`src/rtl/adder_pkg.sv`:
```
// Shared constants and types for the ripple-carry adder and its bench.
package adder_pkg;

    localparam int ADDER_DEFAULT_WIDTH = 8;

    // Full result word {cout, sum} for the default-width adder.
    typedef logic [ADDER_DEFAULT_WIDTH:0] adder_result_t;

endpackage : adder_pkg

```
`src/rtl/full_adder.sv`:
```
// One-bit full adder stage: the cell the ripple chain is built from.
module full_adder (
    input  logic a,
    input  logic b,
    input  logic cin,
    output logic s,
    output logic cout
);

    logic p;

    assign p    = a ^ b;
    assign s    = p ^ cin;
    assign cout = (a & b) | (cin & p);

endmodule : full_adder

```
`src/rtl/eight_bit_ripple_carry_adder.sv`:
```
// Parameterised ripple-carry adder with a combinational result and a registered copy.
// Define ADDER_OVERFLOW_EN to add the signed-overflow flag ovf and its registered copy ovf_q.
module eight_bit_ripple_carry_adder
    import adder_pkg::*;
#(
    parameter int WIDTH = ADDER_DEFAULT_WIDTH
) (
    input  logic             clk,
    input  logic             rst,
    input  logic [WIDTH-1:0] a,
    input  logic [WIDTH-1:0] b,
    input  logic             cin,
    output logic [WIDTH-1:0] sum,
    output logic             cout,
    output logic [WIDTH-1:0] sum_q,
`ifdef ADDER_OVERFLOW_EN
    output logic             cout_q,
    output logic             ovf,
    output logic             ovf_q
`else
    output logic             cout_q
`endif
);

    // c[i] is the carry into stage i; c[WIDTH] leaves the MSB.
    logic [WIDTH:0]   c;
    logic [WIDTH-1:0] sum_d;
    logic             cout_d;

    assign c[0] = cin;

    for (genvar i = 0; i < WIDTH; i++) begin : g_stage
        full_adder u_fa (
            .a    (a[i]),
            .b    (b[i]),
            .cin  (c[i]),
            .s    (sum_d[i]),
            .cout (c[i+1])
        );
    end

    assign cout_d = c[WIDTH];
    assign sum    = sum_d;
    assign cout   = cout_d;

    always_ff @(posedge clk or posedge rst) begin
        if (rst) begin
            sum_q  <= '0;
            cout_q <= 1'b0;
        end else begin
            sum_q  <= sum_d;
            cout_q <= cout_d;
        end
    end

`ifdef ADDER_OVERFLOW_EN
    // Signed overflow: carry into the sign bit differs from carry out of it.
    logic ovf_d;

    assign ovf_d = c[WIDTH] ^ c[WIDTH-1];
    assign ovf   = ovf_d;

    always_ff @(posedge clk or posedge rst) begin
        if (rst) begin
            ovf_q <= 1'b0;
        end else begin
            ovf_q <= ovf_d;
        end
    end
`endif

endmodule : eight_bit_ripple_carry_adder

```
`config.mk`:
```
export PLATFORM = sky130hd
export DESIGN_NAME = eight_bit_ripple_carry_adder
export DESIGN_NICKNAME = d
export VERILOG_FILES = /design/src/rtl/adder_pkg.sv /design/src/rtl/full_adder.sv /design/src/rtl/eight_bit_ripple_carry_adder.sv
export SDC_FILE = /design/constraint.sdc
export NUM_CORES = 1
export LEC_CHECK = 0
export CORE_ASPECT_RATIO = 1.1
export CORE_UTILIZATION = 34
export DETAILED_ROUTE_END_ITERATION = 16
export PLACE_DENSITY = 0.81
export SYNTH_ARGS = -nofsm -noshare
export SYNTH_HDL_FRONTEND = slang
export SYNTH_SLANG_ARGS = --single-unit
export TNS_END_PERCENT = 100
```
`constraint.sdc`:
```
create_clock -name clk -period 15.2 [get_ports clk]
set_input_delay 3.04 -clock clk [delete_from_list [all_inputs] [get_ports clk]]
set_output_delay 3.04 -clock clk [all_outputs]
set_load 0.02 [all_outputs]
```
# Word-level counts from Yosys, hierarchy flattened

Index checks and enable logic that the tools add are counted.

Input port bits: 19
Word-level logic and storage cells: 42
Output and inout port bits: 18
Flip-flop bits (word level): 9

Bitwise operators: 40

Operators with widths:

| operator          | number |
|---|---|
| 1-bit bitwise AND | 16 |
| 1-bit XOR         | 16 |
| 1-bit OR          | 8 |

# Logic depth before layout (Yosys ltp)

Gate-level depths: netlist of the first run.

Depth after elaboration: 17
Mapped depth: 13
Gate-level depth less buffers: 12

# Cells and area by module

Synthesis of the first run repeated with hierarchy kept, for this count alone.

Cell total of the unflattened synthesis: 18
Area total of the unflattened synthesis: 389.1 um2

Modules (own cells, without submodules):

| module                       | sequential area each (um2) | area each (um2) | cells each | times used |
|---|---|---|---|---|
| eight_bit_ripple_carry_adder | 225.2                      | 229.0           | 10         | 1 |
| full_adder                   | 0.0                        | 20.0            | 1          | 8 |

# Worst setup path before layout of the first run

OpenSTA, ideal clock, no wires.

Path type: in2out
Start point: input a[0]
End point: output sum[7]
Cell stages on the path: 13
Buffers on the path: 1
Path slack: 5960 ps
Arrival time: 6200 ps
Cells stage by stage: inv_1 fa_1 inv_1 fa_1 fa_1 fa_1 fa_1 fa_1 fa_1 inv_1 fa_1 inv_1 buf_4

Word-level cells in the longest chain between the ends: 16
Elaborated cells on any way between the ends: 17
Those cells by class: bitwise: 17

RTL lines:

| element               | RTL line                           | source |
|---|---|---|
| from (decl)           | eight_bit_ripple_carry_adder.sv:10 | `input logic [WIDTH-1:0] a,` |
| 1-bit XOR             | full_adder.sv:12                   | `assign p = a ^ b;` |
| 1-bit bitwise AND     | full_adder.sv:14                   | `assign cout = (a & b) \| (cin & p);` |
| 1-bit OR (*)          | full_adder.sv:14                   |  |
| 1-bit bitwise AND (*) | full_adder.sv:14                   |  |
| 1-bit OR (*)          | full_adder.sv:14                   |  |
| 1-bit bitwise AND (*) | full_adder.sv:14                   |  |
| 1-bit OR (*)          | full_adder.sv:14                   |  |
| 1-bit bitwise AND (*) | full_adder.sv:14                   |  |
| 1-bit OR (*)          | full_adder.sv:14                   |  |
| 1-bit bitwise AND (*) | full_adder.sv:14                   |  |
| 1-bit OR (*)          | full_adder.sv:14                   |  |
| 1-bit bitwise AND (*) | full_adder.sv:14                   |  |
| 1-bit OR (*)          | full_adder.sv:14                   |  |
| 1-bit bitwise AND (*) | full_adder.sv:14                   |  |
| 1-bit OR (*)          | full_adder.sv:14                   |  |
| 1-bit XOR (*)         | full_adder.sv:13                   | `assign s = p ^ cin;` |
| to (decl)             | eight_bit_ripple_carry_adder.sv:13 | `output logic [WIDTH-1:0] sum,` |

Mark *: on every way between the ends. The rest lies on a longest branch, timed or not.

# Worst setup path in the final report of the first run

Ends and elaborated chain as after synthesis.

==> results by group, run 1 <==
Logic synthesis
  – Yosys top cell area share: 0.4627
  – Adder-Cell Fraction of Synth Area: 0.3290
  – Ranking of synthesized cells by area: dfrtp_1 46%, fa_1 33%, buf_4 12%
  – Main combinational cell family by area after synthesis: adder cells
  – Mapped Cells: 36
  – Compound-Gate Fraction of Synth Area: 0
  – Post-synthesis area per instance: 13.52 sq um
  – Flops & latches, synth: 9
  – Yosys cell types: 4
  – Post-Synth Simple-Gate Area: 0
  – Mapped Area: 486.7 sq um
  – Synth area leader: dfrtp_1
  – Sequential area share after synthesis: 0.4627
  – Ys Warns: 0
  – Post-Syn Nets: 63
  – Mux share of post-synthesis cell area: 0
  – Post-Synth XOR/XNOR Area: 0

Worst setup path
  – Crit. End Element: primary output
  – Buf/Inv on CP: 6
  – Most used cell, CP: fa_1
  – Worst setup path class: in2out
  – Critical path, cell by cell: clkdlybuf4s50_1 -> inv_1 -> fa_1 -> inv_1 -> fa_1 -> fa_1 -> fa_1 -> fa_1 -> fa_1 -> fa_1 -> inv_1 -> fa_1 -> inv_1 -> clkdlybuf4s50_1
  – WP data required: 12.16 ns
  – Critical-path maximum fanout: 2
  – Cell family with most CP delay: adder cells
  – Critical Path Source Type: input port
  – Max incr delay on CP: 0.60 ns
  – CP Launch Point: a[0]
  – Critical path's slowest cell: clkdlybuf4s50_1
  – Critical Path AT: 7.18 ns

Drt
  – DRT Pass-1 Iters: 2
  – DRT iter0 DRCs: 2
  – DRC: 0
  – Vias: 320
  – Routed vias/inst: 3.855
  – Avg WL per Cell: 10.39 microns
  – Drt total wl: 862 microns
  – Antenna-violating nets left: 0

Placed design
  – PortBufs: 36
  – Hpwl dp: 817.4 microns
  – Worst slack, placed: 4.969 ns
  – Final GP Congestion: 0.6466

STA
  – Post-Route Setup TNS: 0 ns
  – Max Fclk: 97.82 MHz
  – Worst setup margin: 4.977 ns
  – RSZ-0062 raised after global routing: false
  – Tcrit/Tclk final: 0.6725
  – Setup violators final: 0
  – Worst-margin pin slew: 0.3115 ns
  – Final Hold Viols: 0
  – Crit path time final: 10.22 ns
  – Final Slew Violations: 0
  – Relative max-transition margin: 0.7921

Clock tree
  – Reg clk slew, reported paths: 0.06 ns
  – Clock root buffer: clkbuf_4
  – CTS tree: yes
  – Clk sinks: 9
  – Gates resized, CTS repair: 0
  – CTS Buf Count: 3
  – # hold bufs at CTS: 0
  – CTS HTree Levels: 1
  – Setup Buffers After CTS: 0
  – Longest Clk Path Bufs: 2

Final layout
  – # diodes: 0
  – Area Overhead vs Synth: 70.95%
  – Nets: 96
  – Layout cells sized above 1: 0.04412
  – Multi-input logic area: 160.2 sq um
  – Register area: 225.2 sq um
  – Filler cells: 109

Global route
  – GRT Total Usage: 0.1450
  – Remaining Overflow, GRT: 0
  – Vias in the first global route: 389
  – Largest net degree at the start of global routing: 10
  – Initial antenna violation count: 0
  – First-pass GRT wire length: 1.531 mm

Worst hold path
  – HP Class: in2async

Job
  – Max Cap Viol: 0

Floorplan
  – Height of the die: 41.68 microns
  – Total I/O pin count: 37
  – Die area: 1587 sq um
  – Starting Density: 0.3886
  – Core area: 1252 sq um
  – Row Count: 13
  – Die width: 38.08 microns

Power and ir drop
  – Peak supply drop: 0.00004349 V
  – P per Cell Area: 104.7 nW/um^2
  – Leakage: 0.3777 nW

Run status
  – Status: complete, no violations
-- cells by family after synthesis --
family,Yosys count
buffers and inverters,19
flip-flops,9
adder cells (fa/ha/maj),8
-- through the flow --
stage	power, mW	std cells	utilization	area (sq um)	hold slack [ns]
after floorplan	0.05307	36	-	486.7	2.868
after global placement	0.07061	79	0.6434	805.8	3.304
after detailed placement	0.07137	79	0.6434	805.8	3.324
after CTS	0.08877	83	0.6643	832.0	3.055
after global routing	0.09335	83	0.6643	832.0	3.072
final	0.08714	83	0.6643	832.0	3.051
-- flip-flops by register name (all words and copies together), names as in the netlist --
name,flops
cout_q,1
sum_q,8
-- cell usage in the layout (no fill, tap or decap) --
master,count
fa_1,8
clkdlybuf4s50_1,36
clkbuf_1,1
inv_1,11
dfrtp_1,9
clkbuf_4,3
-- metal layers --
layer	routed length, microns	vias up	global-route usage
met5	0	-	0
met4	19	0	0.1143
met3	37	2	0.03209
met2	525	17	0.2542
met1	280	148	0.1331
li1	-	153	-
-- cells in the mapped netlist --
cell type  count
dfrtp_1        9
buf_4          8
fa_1           8
inv_1         11
-- power by group --
group	internal (mW)	switching, mW	total (mW)	leakage (nW)
Sequential	0.0282	0.00101	0.0292	0.105
Clock	0.0100	0.00688	0.0169	0.0150
Combinational	0.0214	0.0196	0.0410	0.258
-- worst paths after layout --
path | cells after the start | slack (ns) | endpoint
setup / recovery | 14 | 4.98 | sum[7]
max in group asynchronous | 2 | 11.91 | sum_q[1]
hold / removal | 2 | 3.05 | cout_q
min in group clk | 4 | 3.49 | sum_q[7]
-- final cells by class --
type / count / share of cell area
flip-flops and latches: 9 / 0.2707
clock buffers: 4 / 0.03158
multi-input cells: 8 / 0.1925
repair buffers: 36 / 0.4331
inverters: 11 / 0.04962
well taps: 15 / 0.02256
(Power assumes the default switching activity.)
==> inputs of run 2 (changes only) <==
CORE_UTILIZATION = 32   (was 34)
PLACE_DENSITY = 0.77   (was 0.81)
clock period = 10.5 ns   (was 15.2 ns; I/O delays follow)
==> results by group, run 2 (synthesis gave the netlist of run 1 again) <==
Run status
  – Status: complete, no violations

Final layout
  – Area Overhead vs Synth: 71.21%
  – Multi-input logic area: 160.2 sq um
  – Max FFs per register: 8
  – Largest registers: sum_q x8, cout_q x1
  – Register area: 225.2 sq um
  – Most common cell after layout, fill and taps aside: clkdlybuf4s50_1
  – Filler cells: 135
  – Layout cells sized above 1: 0.04412
  – Fin cells: 84
  – Most frequent cells in the layout: 36 x clkdlybuf4s50_1, 11 x inv_1, 9 x dfrtp_1
  – Most flops, register: sum_q
  – # diodes: 0
  – Nets: 96

STA
  – Relative max-transition margin: 0.7972
  – Worst-margin pin slew: 0.3038 ns
  – Setup violators final: 0
  – Max Fclk: 119.7 MHz
  – Tcrit/Tclk final: 0.7958
  – Crit path time final: 8.356 ns
  – Post-Route Setup TNS: 0 ns
  – Worst setup margin: 2.144 ns
  – Final Slew Violations: 0
  – RSZ-0062 raised after global routing: false
  – Final Hold Viols: 0

Job
  – Max Cap Viol: 0

Worst hold path
  – HP Class: in2async

Worst setup path
  – Crit. End Element: primary output
  – CP Capture Point: sum[7]
  – Critical-path maximum fanout: 2
  – Critical Path Source Type: input port
  – WP data required: 8.40 ns
  – Critical Path AT: 6.26 ns
  – Worst setup path class: in2out
  – CP Launch Point: a[0]

Drt
  – Vias: 327
  – DR WL met3: 59 microns
  – DRC: 0
  – Routed vias/inst: 3.893
  – DRT Pass-1 Iters: 1
  – Drt total wl: 863 microns
  – Max layer used: met4
  – WL met1: 268 microns
  – Avg WL per Cell: 10.27 microns
  – DRT iter0 DRCs: 0
  – DR WL met2: 492 microns
  – Antenna-violating nets left: 0

Clock tree
  – CTS tree: yes
  – Setup Buffers After CTS: 0
  – Clock root buffer: clkbuf_4
  – Reg clk slew, reported paths: 0.06 ns
  – # hold bufs at CTS: 0
  – CTS Buf Count: 3
  – CTS HTree Levels: 1
  – Longest Clk Path Bufs: 2
  – Gates resized, CTS repair: 0
  – Clk sinks: 9

Global route
  – Largest net degree at the start of global routing: 10
  – Vias in the first global route: 340
  – Initial antenna violation count: 0
  – Remaining Overflow, GRT: 0
  – First-pass GRT wire length: 1.400 mm
  – GRT Total Usage: 0.1326

Floorplan
  – Die area: 1681 sq um
  – Row Count: 14
  – Die width: 39.19 microns
  – Starting Density: 0.3473
  – Core area: 1401 sq um
  – Height of the die: 42.90 microns
  – Total I/O pin count: 37

Placed design
  – Dpl cells: 80
  – Final GP Congestion: 0.6166
  – Worst slack, placed: 2.111 ns
  – Hpwl dp: 790.3 microns
  – PortBufs: 36

Power and ir drop
  – Leakage: 0.3777 nW
  – Peak supply drop: 0.00006517 V
  – P per Cell Area: 152.6 nW/um^2
  – Post-layout power: 0.1271 mW
==> run 2: worst min path at each step <==
stage,start,endpoint,cells after the start
global route,rst,sum_q[3],2
finish,rst,sum_q[4],2
CTS,rst,sum_q[4],2
global placement,rst,sum_q[6],2
floorplan,rst,cout_q,1
detailed placement,rst,sum_q[7],2
==> run 2: area by class of cell <==
class,count,share of cell area
Multi-Input combinational cell,8,0.1922
Clock buffer,4,0.03153
Timing Repair Buffer,36,0.4324
Inverter,11,0.04955
Tap cell,16,0.02402
Sequential cell,9,0.2703
==> run 2: metrics by stage <==
stage / hold WS [ns] / instance area, sq um / util
floorplan: 1.928 / 486.7 / -
global placement: 2.376 / 807.0 / 0.5759
detailed placement: 2.367 / 807.0 / 0.5759
CTS: 2.103 / 833.3 / 0.5946
global route: 2.118 / 833.3 / 0.5946
finish: 2.093 / 833.3 / 0.5946
==> run 2: power by group <==
group / switching, mW / internal (mW) / leakage (nW)
sequential: 0.00137 / 0.0409 / 0.105
clock: 0.0106 / 0.0145 / 0.0150
combinational: 0.0286 / 0.0311 / 0.258
total: 0.0406 / 0.0865 / 0.378
==> run 2: critical path: stages <==
cell	delay [ns]
clkdlybuf4s50_1	0.40
inv_1	0.08
fa_1	0.17
inv_1	0.05
fa_1	0.38
fa_1	0.39
fa_1	0.39
fa_1	0.39
fa_1	0.39
fa_1	0.38
inv_1	0.08
fa_1	0.40
inv_1	0.07
clkdlybuf4s50_1	0.59
==> run 2: routing by layer <==
layer | vias to the layer above | GRT usage
li1 | 154 | -
met1 | 150 | 0.1449
met2 | 19 | 0.1933
met3 | 4 | 0.02618
met4 | 0 | 0.1448
met5 | - | 0
==> inputs of run 3 (changes only) <==
CORE_UTILIZATION = 29   (was 32)
PLACE_DENSITY = 0.74   (was 0.77)
clock period = 6.91 ns   (was 10.5 ns; I/O delays follow)
==> results by group, run 3 (synthesis gave the netlist of run 1 again) <==
Drt
  – Routed vias/inst: 3.847
  – DRT Pass-1 Iters: 3
  – DRC: 0
  – Avg WL per Cell: 10.55 microns
  – Vias: 327
  – Antenna-violating nets left: 0
  – Drt total wl: 897 microns
  – DRT iter0 DRCs: 1

Worst setup path
  – Critical Path AT: 5.27 ns
  – Critical Path Source Type: input port
  – Worst setup path class: in2out
  – Critical-path maximum fanout: 2
  – Crit. End Element: primary output
  – WP data required: 5.53 ns

Power and ir drop
  – Pint: 0.1305 mW
  – Peak supply drop: 0.00007923 V
  – Leakage: 0.3790 nW
  – Sw Share: 0.3199
  – Sw power: 0.06139 mW
  – Comb pwr share: 0.469
  – Sequential share of power: 0.335
  – P per Cell Area: 230.3 nW/um^2
  – Clock power frac: 0.196

Placed design
  – PortBufs: 36
  – Hpwl dp: 813.7 microns
  – Cell Area, Placed: 808.3 sq um
  – Final GP Congestion: 0.6636

Clock tree
  – CTS Buf Count: 3
  – Clk sinks: 9
  – Longest Clk Path Bufs: 2
  – CTS HTree Levels: 1
  – Reg clk slew, reported paths: 0.06 ns
  – Clock root buffer: clkbuf_4
  – CTS tree: yes

Floorplan
  – Height of the die: 44.97 microns
  – Die width: 41.06 microns
  – Core area: 1577 sq um
  – Starting Density: 0.3087
  – Die area: 1846 sq um
  – Total I/O pin count: 37
  – Row Count: 15

Final layout
  – Most common cell after layout, fill and taps aside: clkdlybuf4s50_1
  – Design area: 833.3 sq um
  – Max FFs per register: 8
  – Core Util, Final: 0.5286
  – Layout cells sized above 1: 0.04412
  – Area Overhead vs Synth: 71.21%
  – Most frequent cells in the layout: 35 x clkdlybuf4s50_1, 11 x inv_1, 9 x dfrtp_1
  – Most flops, register: sum_q
  – # diodes: 0
  – Largest registers: sum_q x8, cout_q x1
  – Nets: 96

STA
  – Setup violators final: 0
  – Final Slew Violations: 0
  – Final Hold Viols: 0
  – Relative max-transition margin: 0.7851
  – Worst-margin pin slew: 0.3219 ns
  – Crit path time final: 6.650 ns
  – Max Fclk: 150.4 MHz
  – Tcrit/Tclk final: 0.9623
  – RSZ-0062 raised after global routing: false

Job
  – Max Cap Viol: 0

Global route
  – Remaining Overflow, GRT: 0
  – Largest net degree at the start of global routing: 10
  – First-pass GRT wire length: 1.393 mm
  – Vias in the first global route: 326
  – GRT Total Usage: 0.1204
  – Initial antenna violation count: 0

Run status
  – Status: complete, no violations

Worst hold path
  – HP Class: in2async
## run 3: timing repair
action | in CTS | in global routing
endpoints found under the setup margin | 1 | 0
resized for setup | 1 | 0
buffers inserted | 0 | 0
hold buffers | 0 | 0
endpoints found under the hold margin | 0 | 0
## run 3: metrics by stage
| step | instances | setup WS, ns | hold WS, ns | setup TNS [ns] | total power [mW] |
|---|---|---|---|---|---|
| after global routing | 85 | 0.08600 | 1.421 | 0 | 0.2054 |
| after CTS | 85 | 0.2323 | 1.394 | 0 | 0.1947 |
| after global placement | 81 | 0.02344 | 1.656 | 0 | 0.1558 |
| after detailed placement | 81 | -0.04191 | 1.653 | -0.04191 | 0.1576 |
| final | 85 | 0.2602 | 1.390 | 0 | 0.1919 |
| after floorplan | 36 | 0.9864 | 1.210 | 0 | 0.1167 |
## run 3: area by class of cell
| type | count | area, sq um |
|---|---|---|
| multi-input combinational | 8 | 160.2 |
| tap | 17 | 21.27 |
| fill | 148 | 743.2 |
| clock buffer | 4 | 26.28 |
| inverter | 11 | 41.29 |
| sequential | 9 | 225.2 |
| timing repair buffer | 36 | 359.1 |
## run 3: power groups by stage
stage / clock network [mW] / registers (mW) / logic [mW]
6_report: 0.0376 / 0.0644 / 0.0899
5_1_grt: 0.0424 / 0.0653 / 0.0977
4_1_cts: 0.0386 / 0.0646 / 0.0914
3_5_place_dp: 0 / 0.0656 / 0.0920
3_3_place_gp: 0 / 0.0653 / 0.0906
2_1_floorplan: 0 / 0.0783 / 0.0385
## run 3: worst paths after layout
| path | start | endpoint | slack (ns) | depth (start not counted) |
|---|---|---|---|---|
| hold / removal | rst | sum_q[4] | 1.39 | 2 |
| setup / recovery | a[0] | sum[7] | 0.26 | 14 |
| max in group asynchronous | rst | sum_q[3] | 5.28 | 2 |
| min in group clk | b[4] | sum_q[4] | 1.84 | 2 |
## run 3: metal layers
metal	vias up	wire length [microns]	global-route usage	part of all wire
met4	0	20	0.1133	0.022
met3	2	49	0.01478	0.055
li1	153	-	-	-
met2	17	543	0.1844	0.61
met5	-	0	0	0
met1	155	283	0.1382	0.32
## run 3: critical path, cell delays in order
cell and delay (ns):
clkdlybuf4s50_1 0.40, inv_1 0.08, fa_1 0.17, inv_1 0.05, fa_1 0.37, fa_1 0.39, fa_1 0.38, fa_1 0.39
fa_1 0.39, fa_1 0.37, inv_1 0.07, fa_1 0.40, inv_1 0.07, dlygate4sd2_1 0.32
